==> config.mk <==
export PLATFORM = sky130hd
export DESIGN_NAME = pattern_serial_tx
export DESIGN_NICKNAME = d
export VERILOG_FILES = /design/src/rtl/pattern_serial_tx.sv
export SDC_FILE = /design/constraint.sdc
export NUM_CORES = 1
export LEC_CHECK = 0
export CAP_MARGIN = 20
export CORE_MARGIN = 8
export CORE_UTILIZATION = 59
export CTS_CLUSTER_SIZE = 16
export DETAILED_ROUTE_END_ITERATION = 12
export PLACE_DENSITY = 0.85
export SYNTH_ARGS = -nofsm -noshare
export SYNTH_HDL_FRONTEND = slang
export SYNTH_SLANG_ARGS = --single-unit
==> constraint.sdc <==
create_clock -name clk -period 4.48 [get_ports clk]
set_input_delay 1.12 -clock clk [delete_from_list [all_inputs] [get_ports clk]]
set_output_delay 1.12 -clock clk [all_outputs]
set_load 0.005 [all_outputs]
==> src/rtl/pattern_serial_tx.sv <==
// Serial pattern transmitter: captures a parallel pattern and shifts it out MSB-first,
// repeating it a programmable number of times with an optional zero-gap between frames.
module pattern_serial_tx #(
   parameter int unsigned MAXLEN = 8,
   parameter int unsigned LENW   = 4,
   parameter int unsigned CNTW   = 4
) (
   input  logic              clk,
   input  logic              rst,
   input  logic              start,
   input  logic              abort,
   input  logic [MAXLEN-1:0] pattern,
   input  logic [LENW-1:0]   len,
   input  logic [CNTW-1:0]   rpt,
   input  logic [CNTW-1:0]   gap,
   output logic              x_out,
   output logic              valid,
   output logic              frame,
   output logic              busy,
   output logic              done
);

   localparam int unsigned IW = $clog2(MAXLEN);

   typedef enum logic [1:0] {S_IDLE, S_SEND, S_GAP} state_e;

   state_e              state_q, state_d;
   logic [MAXLEN-1:0]   pat_q, pat_d;
   logic [IW-1:0]       msb_q, msb_d;
   logic [IW-1:0]       idx_q, idx_d;
   logic [CNTW-1:0]     frm_q, frm_d;
   logic [CNTW-1:0]     gap_q, gap_d;
   logic [CNTW-1:0]     gcnt_q, gcnt_d;
   logic                x_q, x_d, valid_q, valid_d, frame_q, frame_d;
   logic                busy_q, busy_d, done_q, done_d;

   logic [LENW-1:0]     len_clamp, len_m1;
   logic [IW-1:0]       idx_nx;

   always_comb begin
      len_clamp = (len > LENW'(MAXLEN)) ? LENW'(MAXLEN) : len;
      len_m1    = len_clamp - LENW'(1);
      idx_nx    = idx_q - IW'(1);
   end

   // Outputs are computed for the cycle following the edge, so they come straight from flops.
   always_comb begin
      state_d = state_q;
      pat_d   = pat_q;
      msb_d   = msb_q;
      idx_d   = idx_q;
      frm_d   = frm_q;
      gap_d   = gap_q;
      gcnt_d  = gcnt_q;
      x_d     = 1'b0;
      valid_d = 1'b0;
      frame_d = 1'b0;
      busy_d  = 1'b0;
      done_d  = 1'b0;

      if (abort) begin
         state_d = S_IDLE;
      end else begin
         case (state_q)
            S_IDLE: begin
               if (start && (len != '0)) begin
                  state_d = S_SEND;
                  pat_d   = pattern;
                  msb_d   = len_m1[IW-1:0];
                  idx_d   = len_m1[IW-1:0];
                  frm_d   = rpt;
                  gap_d   = gap;
                  x_d     = pattern[len_m1[IW-1:0]];
                  valid_d = 1'b1;
                  frame_d = 1'b1;
                  busy_d  = 1'b1;
               end
            end
            S_SEND: begin
               if (idx_q != '0) begin
                  idx_d   = idx_nx;
                  x_d     = pat_q[idx_nx];
                  valid_d = 1'b1;
                  busy_d  = 1'b1;
               end else if (frm_q == '0) begin
                  state_d = S_IDLE;
                  done_d  = 1'b1;
               end else begin
                  frm_d  = frm_q - CNTW'(1);
                  busy_d = 1'b1;
                  if (gap_q == '0) begin
                     idx_d   = msb_q;
                     x_d     = pat_q[msb_q];
                     valid_d = 1'b1;
                     frame_d = 1'b1;
                  end else begin
                     state_d = S_GAP;
                     gcnt_d  = gap_q;
                  end
               end
            end
            S_GAP: begin
               busy_d = 1'b1;
               // gcnt_q counts the gap cycles still showing, including the current one
               if (gcnt_q == CNTW'(1)) begin
                  state_d = S_SEND;
                  idx_d   = msb_q;
                  x_d     = pat_q[msb_q];
                  valid_d = 1'b1;
                  frame_d = 1'b1;
               end else begin
                  gcnt_d = gcnt_q - CNTW'(1);
               end
            end
            default: state_d = S_IDLE;
         endcase
      end
   end

   always_ff @(posedge clk or posedge rst) begin
      if (rst) begin
         state_q <= S_IDLE;
         pat_q   <= '0;
         msb_q   <= '0;
         idx_q   <= '0;
         frm_q   <= '0;
         gap_q   <= '0;
         gcnt_q  <= '0;
         x_q     <= 1'b0;
         valid_q <= 1'b0;
         frame_q <= 1'b0;
         busy_q  <= 1'b0;
         done_q  <= 1'b0;
      end else begin
         state_q <= state_d;
         pat_q   <= pat_d;
         msb_q   <= msb_d;
         idx_q   <= idx_d;
         frm_q   <= frm_d;
         gap_q   <= gap_d;
         gcnt_q  <= gcnt_d;
         x_q     <= x_d;
         valid_q <= valid_d;
         frame_q <= frame_d;
         busy_q  <= busy_d;
         done_q  <= done_d;
      end
   end

   assign x_out = x_q;
   assign valid = valid_q;
   assign frame = frame_q;
   assign busy  = busy_q;
   assign done  = done_q;

endmodule

# [Word-level counts from Yosys, hierarchy flattened]
# Index checks and enable logic that the tools add are counted.
[totals] output_inout_bits=5 in_bits=24 reg_bits=33
[op_classes] order_cmp=4 eq_ne=15 n_reduce_logical=14 addsub=4 bitwise_logic=1 muxes=54
[ops] operator="two-way mux 4 bit" count=7
[ops] operator="two-way mux 1 bit" count=24
[ops] operator="two-way mux 3 bit" count=6
[ops] operator="case mux 4 bit (2 select lines)" count=2
[ops] operator="inequality test 3 bit, second input constant" count=5
[ops] operator="< comparator 3 x 4 -> 1 bit, second input constant" count=3
[ops] operator="two-way mux 2 bit" count=6
[ops] operator="inequality test 2 bit, second input constant" count=6
[ops] operator="case mux 1 bit (3 select lines)" count=4
[ops] operator="AND reduction 6 bit" count=2
[ops] operator="binary-select mux 1 bit (select 3 bit)" count=3
[ops] operator="case mux 3 bit (3 select lines)" count=1
[ops] operator="zero test 4 bit" count=2
[ops] operator="subtractor 4 x 1 -> 4 bit, second input constant" count=2
[ops] operator="case mux 2 bit (3 select lines)" count=1
[ops] operator="nonzero test 3 bit" count=2
[ops] operator="subtractor 3 x 1 -> 3 bit, second input constant" count=2
[ops] operator="AND reduction 5 bit" count=1
[ops] operator="== test 4 x 1 -> 1 bit, second input constant" count=1
[ops] operator="greater-than comparator 4 bit, second input constant" count=1
[ops] operator="inequality test 4 bit, second input constant" count=1
[ops] operator="AND reduction 4 bit" count=1
[ops] operator="nonzero test 2 bit" count=2
[ops] operator="nonzero test 4 bit" count=1
[ops] operator="other kinds (6)" count=6

# [Longest topological paths before layout]
# Gate-level depths: netlist (run 1).
[depth] depth_word=8 ltp_mapped=9 mapped_depth_nobuf=7

# [Worst setup path after synthesis (run 1)]
# Ideal clock, no wire load.
[synth_path] path_kind="input-to-reg" from="input port len[0]" to="register x_q, in the netlist x_out" required_time_ns=4.361 cell_stages=7 arrival_time_ns=2.751 setup_ns=0.119 slack_ns=1.610 path_cell_list="nor2b_1 > inv_1 > ha_1 > xnor2_2 > mux4_2 > a22o_1 > o21a_1"
[synth_via] elab_chain_cells=8 elab_cells_between_ends=10 cone_classes="add/sub: 1; order compare: 1; mux: 6; reduce/logical: 2"
[synth_lines] item="from (decl)" line_no="13" rtl="input logic [LENW-1:0] len,"
[synth_lines] item="greater-than comparator 4 bit" line_no="41" rtl="len_clamp = (len > LENW'(MAXLEN)) ? LENW'(MAXLEN) : len;"
[synth_lines] item="two-way mux 3 bit (*)" line_no="41"
[synth_lines] item="subtractor 3 x 1 -> 3 bit (*)" line_no="42" rtl="len_m1 = len_clamp - LENW'(1);"
[synth_lines] item="net len_m1[0]" line_no="37" rtl="logic [LENW-1:0] len_clamp, len_m1;"
[synth_lines] item="binary-select mux 1 bit (select 3 bit) (*)" line_no="73" rtl="x_d = pattern[len_m1[IW-1:0]];"
[synth_lines] item="two-way mux 1 bit (not written as such) (*)" line_no="73"
[synth_lines] item="two-way mux 1 bit (*)" line_no="66" rtl="if (start && (len != '0)) begin"
[synth_lines] item="case mux 1 bit (3 select lines) (*)" line_no="64" rtl="case (state_q)"
[synth_lines] item="two-way mux 1 bit (*)" line_no="61" rtl="if (abort) begin"
[synth_lines] item="net x_d" line_no="34" rtl="logic x_q, x_d, valid_q, valid_d, frame_q, frame_d;"
[synth_lines] item="to (signal assigned)" line_no="129" rtl="x_q <= 1'b0;"
[synth_lines] item="to (signal assigned)" line_no="142" rtl="x_q <= x_d;"
[synth_lines] item="to (decl)" line_no="34"
# The timed path passes the listed nets; every way through them passes the cells marked *. The select of a mux whose other input is x is not followed.
# A chain may end at the register's enable or synchronous reset.

# [Worst setup path after layout (run 1)]
[layout_path] from="input port len[3]" to="register x_q, in the netlist x_out"
[layout_via] elab_chain_cells=8 elab_cells_between_ends=10 cone_classes="add/sub: 1; order compare: 1; mux: 6; reduce/logical: 2"
[layout_lines] item="greater-than comparator 4 bit" line_no="41"
[layout_lines] item="two-way mux 3 bit" line_no="41"
[layout_lines] item="subtractor 3 x 1 -> 3 bit" line_no="42"
[layout_lines] item="net len_m1[0]" line_no="37"
[layout_lines] item="binary-select mux 1 bit (select 3 bit)" line_no="73"
[layout_lines] item="two-way mux 1 bit (not written as such)" line_no="73"
[layout_lines] item="two-way mux 1 bit" line_no="66"
[layout_lines] item="case mux 1 bit (3 select lines)" line_no="64"
[layout_lines] item="two-way mux 1 bit" line_no="61"
[layout_lines] item="net x_d" line_no="34"
# The timed path passes the listed nets, and every way through them passes these cells. The select of a mux whose other input is x is not followed.

==> results of run 1 <==
## logic make-up after synthesis
family / share of synthesized area, %
compound gates: 12.0
mux: 19.9
buf+inv: 5.36
simple gates: 15.8
flops: 39.7
fa+ha+maj: 6.02
xor+xnor: 1.20
## per-layer routing
layer,wire length (um),global-route usage (%),vias to the layer above,part of all wire [%]
met5,0,0,-,0
met4,57,6.61,0,1.3
met3,254,5.53,5,5.7
met2,2240,30.1,50,51
met1,1880,20.7,770,42
li1,-,-,747,-
## stage by stage
stage	setup slack [ns]	utilization [%]
after detailed placement	0.875	70.8
final	1.23	72.3
after global placement	1.03	70.8
after global routing	1.09	72.3
after CTS	1.23	72.3
after floorplan	1.61	-
## Yosys cell counts (3+ instances only)
cell	count	area, um2
inv_1	18	67.6
a21oi_1	7	35.0
ha_1	10	125
mux2i_1	12	120
nand3_1	6	30.0
nand2b_1	3	18.8
nor2_1	11	41.3
clkbuf_1	4	15.0
nand2_1	11	41.3
nor2b_1	5	31.3
mux4_2	6	135
dfrtp_1	33	826
or3_1	3	18.8
nor3b_1	3	22.5
mux2_4	3	45.0
mux2_2	10	113
o21ai_0	7	35.0
nand3b_1	3	22.5
## power groups by stage
stage	combinational, W	sequential (W)	clock (W)
global placement	0.000705	0.000550	0
global route	0.000830	0.000583	0.000177
detailed placement	0.000748	0.000566	0
CTS	0.000752	0.000561	0.000164
finish	0.000746	0.000564	0.000160
floorplan	0.000594	0.000524	0
## sequential cells by signal, indices dropped and copies added, names as in the netlist
name,count
busy,1
done,1
frame,1
frm_q,4
gap_q,4
gcnt_q,4
idx_q,3
msb_q,3
pat_q,8
state_q,2
valid,1
x_out,1
## layout by cell type, fill, tap and decap left out, drive strengths merged, types with 2 or more instances in the layout
cell,synthesis,routed
mux2,13,13
mux2i,12,12
nor2,12,12
clkbuf,4,6
o21a,2,2
inv,18,18
nor2b,6,6
or3b,2,2
nand3b,3,3
nand3,8,8
clkinv,0,2
mux4,6,6
xnor2,2,2
dfrtp,33,33
o21ai,7,7
a31oi,2,2
a21oi,7,7
ha,10,10
nand2,11,11
nand2b,3,3
clkdlybuf4s50,0,28
nor3b,3,3
a22oi,2,2
or3,3,3
o211ai,2,2
## worst register-to-register path: cells and delay by family (launching register included)
| family | cells | cell delay [ns] |
|---|---|---|
| DFF | 1 | 0.43 |
| muxes | 1 | 0.25 |
| AOI/OAI and AO/OA | 1 | 0.62 |
| and+or+nand+nor | 2 | 0.26 |
| buffers and inverters | 1 | 0.09 |
| adders and majority gates | 1 | 0.57 |
## path summary, 6_finish.rpt
check                           start  endpoint  slack [ns]  cells after the start
hold / removal               idx_q[1]  idx_q[1]        0.53                      1
setup / recovery               len[3]     x_out        1.23                      8
hold reg to reg              idx_q[1]  idx_q[1]        0.53                      1
min in group asynchronous         rst  gap_q[2]        1.16                      3
max in group asynchronous         rst  pat_q[1]        3.02                      3
setup reg to reg           state_q[1]  frm_q[2]        2.14                      6
## area by class of cell
class / count / area (um2) / area share, %
clock buffer: 6 / 41.3 / 1.70
clock inverter: 2 / 10.0 / 0.412
inverter: 18 / 67.6 / 2.78
multi-input combinational: 133 / 1140 / 46.9
sequential: 33 / 826 / 34.0
tap: 46 / 57.6 / 2.37
timing repair buffer: 29 / 288 / 11.8
==> impl_results.md, run 1 <==
* Vias after detailed routing at 1,572
* Via density at 5.89
* Gate power share at 50.8%
* Max Freq at 0.307 GHz
* Syn Nets at 226
* Worst path max stage delay at 0.55 ns
* Die H at 75.4 um
* Largest net degree at the start of global routing at 34
* Max cap viols at 0
* Netlist cell types at 48
* Cts-stage hold buffer count at 0
* Initial antenna violation count at 0
* Ys flop type: dfrtp_1
* Dpl cell area at 2380 um2
* Pins Over Slew Limit at 0
* RSZ-0062 raised after global routing: false
* Min-Delay Path Class: flop to flop
* N_diodes at 0
* Endpoints failing setup at 0
* Synthesized area at 2080 um2
* Sequential group share of total power at 38.4%
* #FFs+latches synth at 33
* Starting DRT DRC Count at 114
* Power after layout at 0.00147 W
* Critical Path RT at 4.71 ns
* Synth warnings at 0
* Sw Share at 40.2%
* Post-route insts no fill at 267
* GRT Total Usage at 17.8%
* Fin crit share at 72.6%
* CTS max path bufs at 2
* VDD IR max at 0.280 mV
* Synth Area per Inst at 10.8 um2
* WP buf/inv at 2
* Worst rel slew slack at 45.8%
* Mapped Cells at 192
* TNS Setup at 0 ns
* Global-route wire length before repair at 7660 um
* RD Place Congestion at 0.884
* Critical Path Slowest Stage Cell: mux4_2
* Gr ovfl total at 0
* Fin Hold WS at 0.532 ns
* Setup crit start kind: input pin
* Routed len/inst at 16.6 um
* Chip Width at 75.4 um
* Clock period minus worst slack at 3.25 ns
* Vias in the first global route at 1,642
* ANT nets after route at 0
* Number of flops mapped to enable cells by yosys at 0
* Power per Cell Area at 605 nW/um2
* Post-synth ARST share at 100%
* CP top delay family: buffers and inverters
* Fin area at 2430 um2
* Crit-path max FO at 4
* Resize count post-CTS at 0
* Crit path arrival time at 3.49 ns
* CP Class: input pin to flop
* CTS Root Cell: clkbuf_4
* Static Leak at 1.03 nW
* Drc violations at 0
* Area grow syn2layout at 17.0%
* Worst path cell trace: clkdlybuf4s50_1 -> nor2b_1 -> inv_1 -> ha_1 -> xnor2_2 -> mux4_2 -> a22o_1 -> o21a_1
* Initial Util at 61.8%
* Final Hold Vio Count at 0
* Outcome: finished clean
* H-tree Lvls at 2
* Fill cells at 276
* Layout cells sized above 1 at 15.8%
* Core area at 3360 um2
* P_int at 0.000879 W
* Critical path endpoint category: flop
* P_sw at 0.000591 W
* Clock slew at reported path FFs at 0.10 ns
* Clock Power Share at 10.9%
* Nets at 254
* Routed wire length at 4430 um
* Tightest Pin Transition at 0.805 ns
* CTS tree: done
* Clk Latency, worst-skew pair at 0.34 ns
* Post-DP HPWL at 3540 um
* Core Rows at 21
* Ports at 29
* Clock Sink Count at 33
* Post-Place Cells at 259
* Final Skew at 0.00407 ns
* Sequential area share after synthesis at 39.7%
* TritonCTS Buffers at 5
* Die ar. at 5680 um2
* IO buf count at 28
* TritonRoute pass-1 iters at 4
* Post-CTS Setup Inserts at 0
No activity file was read; power rests on OpenSTA's default activity.
==> run 2: changes to the inputs <==
--- a/config.mk
+++ b/config.mk
@@ -7,10 +7,10 @@
 export LEC_CHECK = 0
 export CAP_MARGIN = 20
 export CORE_MARGIN = 8
-export CORE_UTILIZATION = 59
+export CORE_UTILIZATION = 49
 export CTS_CLUSTER_SIZE = 16
 export DETAILED_ROUTE_END_ITERATION = 12
-export PLACE_DENSITY = 0.85
+export PLACE_DENSITY = 0.76
 export SYNTH_ARGS = -nofsm -noshare
 export SYNTH_HDL_FRONTEND = slang
 export SYNTH_SLANG_ARGS = --single-unit
==> constraint.sdc (replaced) <==
create_clock -name clk -period 2.9 [get_ports clk]
set_input_delay 0.725 -clock clk [delete_from_list [all_inputs] [get_ports clk]]
set_output_delay 0.725 -clock clk [all_outputs]
set_load 0.005 [all_outputs]
==> run 2 against run 1 <==
First-iteration DRC count down 39%. Via count down 0.64%. Combinational power up 55%. Total power up 60%. Largest power group unchanged. Highest routed layer unchanged.
==> impl_results.md, run 2 (synthesis gave the netlist of run 1 again) <==
* Outcome: finished clean (unchanged)
* P_int at 0.00145 W (was 0.000879 W)
* Die ar. at 6580 um2 (was 5680 um2)
* Tightest Pin Transition at 0.733 ns (was 0.805 ns)
* Worst rel slew slack at 50.7% (was 45.8%)
* Worst path cell trace: clkdlybuf4s50_1 -> nor2b_1 -> inv_1 -> ha_1 -> xnor2_2 -> mux4_2 -> a22o_1 -> o21a_1 (unchanged)
* Ports at 29 (unchanged)
* Clk Latency, worst-skew pair at 0.29 ns (was 0.34 ns)
* R2R depth at 7 (was 6)
* Power per Cell Area at 934 nW/um2 (was 605 nW/um2)
* N_diodes at 0 (unchanged)
* ANT nets after route at 0 (unchanged)
* Hold Startpoint: gcnt_q[1] (was idx_q[1])
* RD Place Congestion at 0.810 (was 0.884)
* Crit path arrival time at 2.87 ns (was 3.49 ns)
* Post-DP HPWL at 3210 um (was 3540 um)
* Layout cells sized above 1 at 17.5% (was 15.8%)
* Gr ovfl total at 0 (unchanged)
* Crit-path max FO at 3 (was 4)
* Initial Util at 51.6% (was 61.8%)
* Via density at 5.62 (was 5.89)
* P_sw at 0.000895 W (was 0.000591 W)
* Static Leak at 1.08 nW (was 1.03 nW)
* Biggest register: pat_q (unchanged)
* H-tree Lvls at 2 (unchanged)
* Post-CTS Setup Inserts at 0 (unchanged)
* Final setup margin at 0.211 ns (was 1.23 ns)
* Pins Over Slew Limit at 0 (unchanged)
* Critical Path RT at 3.08 ns (was 4.71 ns)
* TritonRoute pass-1 iters at 4 (unchanged)
* Worst path max stage delay at 0.53 ns (was 0.55 ns)
* Sw Share at 38.1% (was 40.2%)
* CP Class: input pin to flop (unchanged)
* CTS max path bufs at 2 (unchanged)
* Routed len/inst at 15.3 um (was 16.6 um)
* TritonCTS Buffers at 5 (unchanged)
* Util after Layout at 62.5% (was 72.3%)
* IO buf count at 28 (unchanged)
* Starting DRT DRC Count at 70 (was 114)
* Global-route wire length before repair at 7720 um (was 7660 um)
* Post-route insts no fill at 278 (was 267)
* Worst Hold Endpoint: gcnt_q[1] (was idx_q[1])
* Clock Power Share at 14.2% (was 10.9%)
* Max cap viols at 0 (unchanged)
* CTS Root Cell: clkbuf_8 (was clkbuf_4)
* Area grow syn2layout at 21.1% (was 17.0%)
* Drc violations at 0 (unchanged)
* Min-Delay Path Class: flop to flop (unchanged)
* CTS tree: done (unchanged)
* Leading cell type in the layout, fill and taps excluded: dfrtp_1 (unchanged)
* Routed wire length at 4240 um (was 4430 um)
* Final Skew at 0.00941 ns (was 0.00407 ns)
* Cts-stage hold buffer count at 0 (unchanged)
* Core Rows at 23 (was 21)
* Max Freq at 0.372 GHz
* Nets at 261 (was 254)
* Gate power share at 49.2% (was 50.8%)
* Largest net degree at the start of global routing at 34 (unchanged)
* Critical path endpoint category: flop (unchanged)
* Initial antenna violation count at 0 (unchanged)
* Clock slew at reported path FFs at 0.07 ns (was 0.10 ns)
* Reg2Reg Setup Slack at 0.72 ns (was 2.14 ns)
* Die H at 81.1 um (was 75.4 um)
* Setup WS pre-CTS at -0.0754 ns (was 0.875 ns)
* Endpoints failing setup at 0 (unchanged)
* Fill cells at 339 (was 276)
* Most frequent cells in the layout: dfrtp_1, clkdlybuf4s50_1, inv_1 (unchanged)
* Worst Hold Depth at 2 (was 1)
* Reg-to-reg endpoint: frm_q[3] (was frm_q[2])
* Resize count post-CTS at 0 (unchanged)
* VDD IR max at 0.488 mV (was 0.280 mV)
* Worst R2R Start: idx_q[0] (was state_q[1])
* Max reg flops at 8 (unchanged)
* Clock Sink Count at 33 (unchanged)
* Core area at 4030 um2 (was 3360 um2)
* Vias in the first global route at 1,637 (was 1,642)
* Fin crit share at 92.7%
* Post-Place Cells at 270 (was 259)
* Critical Path Slowest Stage Cell: mux4_2 (unchanged)
* Sequential group share of total power at 36.6% (was 38.4%)
* GRT Total Usage at 15.2% (was 17.8%)
* Fin Hold WS at 0.508 ns (was 0.532 ns)
* Vias after detailed routing at 1,562 (was 1,572)
* RSZ-0062 raised after global routing: false (unchanged)
* Clock period minus worst slack at 2.69 ns
* Setup crit start kind: input pin (unchanged)
* Final Hold Vio Count at 0 (unchanged)
* Chip Width at 81.1 um (was 75.4 um)
==> run 2: cell count changes in the layout (fill, tap and decap cells not counted) <==
cell | before | now
buf_4 | 1 | 8
clkbuf_8 | 0 | 5
clkinv_2 | 2 | 0
clkbuf_1 | 1 | 3
clkbuf_4 | 5 | 0
==> run 2: final cells by class <==
cell class / instances / area (um2) / area share, %
inverter: 18 / 67.6 / 2.68
multi-input combinational: 133 / 1140 / 45.3
tap: 50 / 62.6 / 2.49
sequential: 33 / 826 / 32.8
clock buffer: 8 / 80.1 / 3.18
timing repair buffer: 36 / 340 / 13.5
==> run 2: worst max-delay path by stage <==
stage | start | to | cells past startpoint
3_3_place_gp | len[0] | x_out | 8
4_1_cts | len[0] | x_out | 8
3_5_place_dp | len[0] | x_out | 8
6_report | len[0] | x_out | 8
2_1_floorplan | len[0] | x_out | 7
5_1_grt | len[0] | x_out | 8
==> run 2: routing by layer <==
| layer | track usage, % | share of wire, % | wire length [um] | vias to the layer above |
|---|---|---|---|---|
| li1 | - | - | - | 756 |
| met1 | 19.6 | 48 | 2020 | 762 |
| met2 | 22.3 | 45 | 1920 | 37 |
| met3 | 5.63 | 5.6 | 238 | 7 |
| met4 | 6.61 | 1.6 | 66 | 0 |
| met5 | 0 | 0 | 0 | - |
==> run 2: worst max-delay path: cells and delay by family <==
| kind | cells | cell delay, ns |
|---|---|---|
| mux | 1 | 0.53 |
| buf+inv | 2 | 0.55 |
| simple gates | 1 | 0.18 |
| fa+ha+maj | 1 | 0.23 |
| compound gates | 2 | 0.40 |
| xor+xnor | 1 | 0.27 |
==> run 2: power groups by stage <==
stage | sequential, W | clock (W) | combinational [W]
4_1_cts | 0.000859 | 0.000344 | 0.00116
5_1_grt | 0.000900 | 0.000370 | 0.00129
3_5_place_dp | 0.000864 | 0 | 0.00115
2_1_floorplan | 0.000810 | 0 | 0.000917
6_report | 0.000861 | 0.000333 | 0.00116
3_3_place_gp | 0.000854 | 0 | 0.00113
==> run 2: through the flow <==
stage	total power [W]	setup TNS, ns	cell area (um2)
6_report	0.00235	0	2520
5_1_grt	0.00256	0	2520
4_1_cts	0.00236	0	2520
3_5_place_dp	0.00202	-0.0754	2440
3_3_place_gp	0.00198	-0.0373	2440
2_1_floorplan	0.00173	0	2080
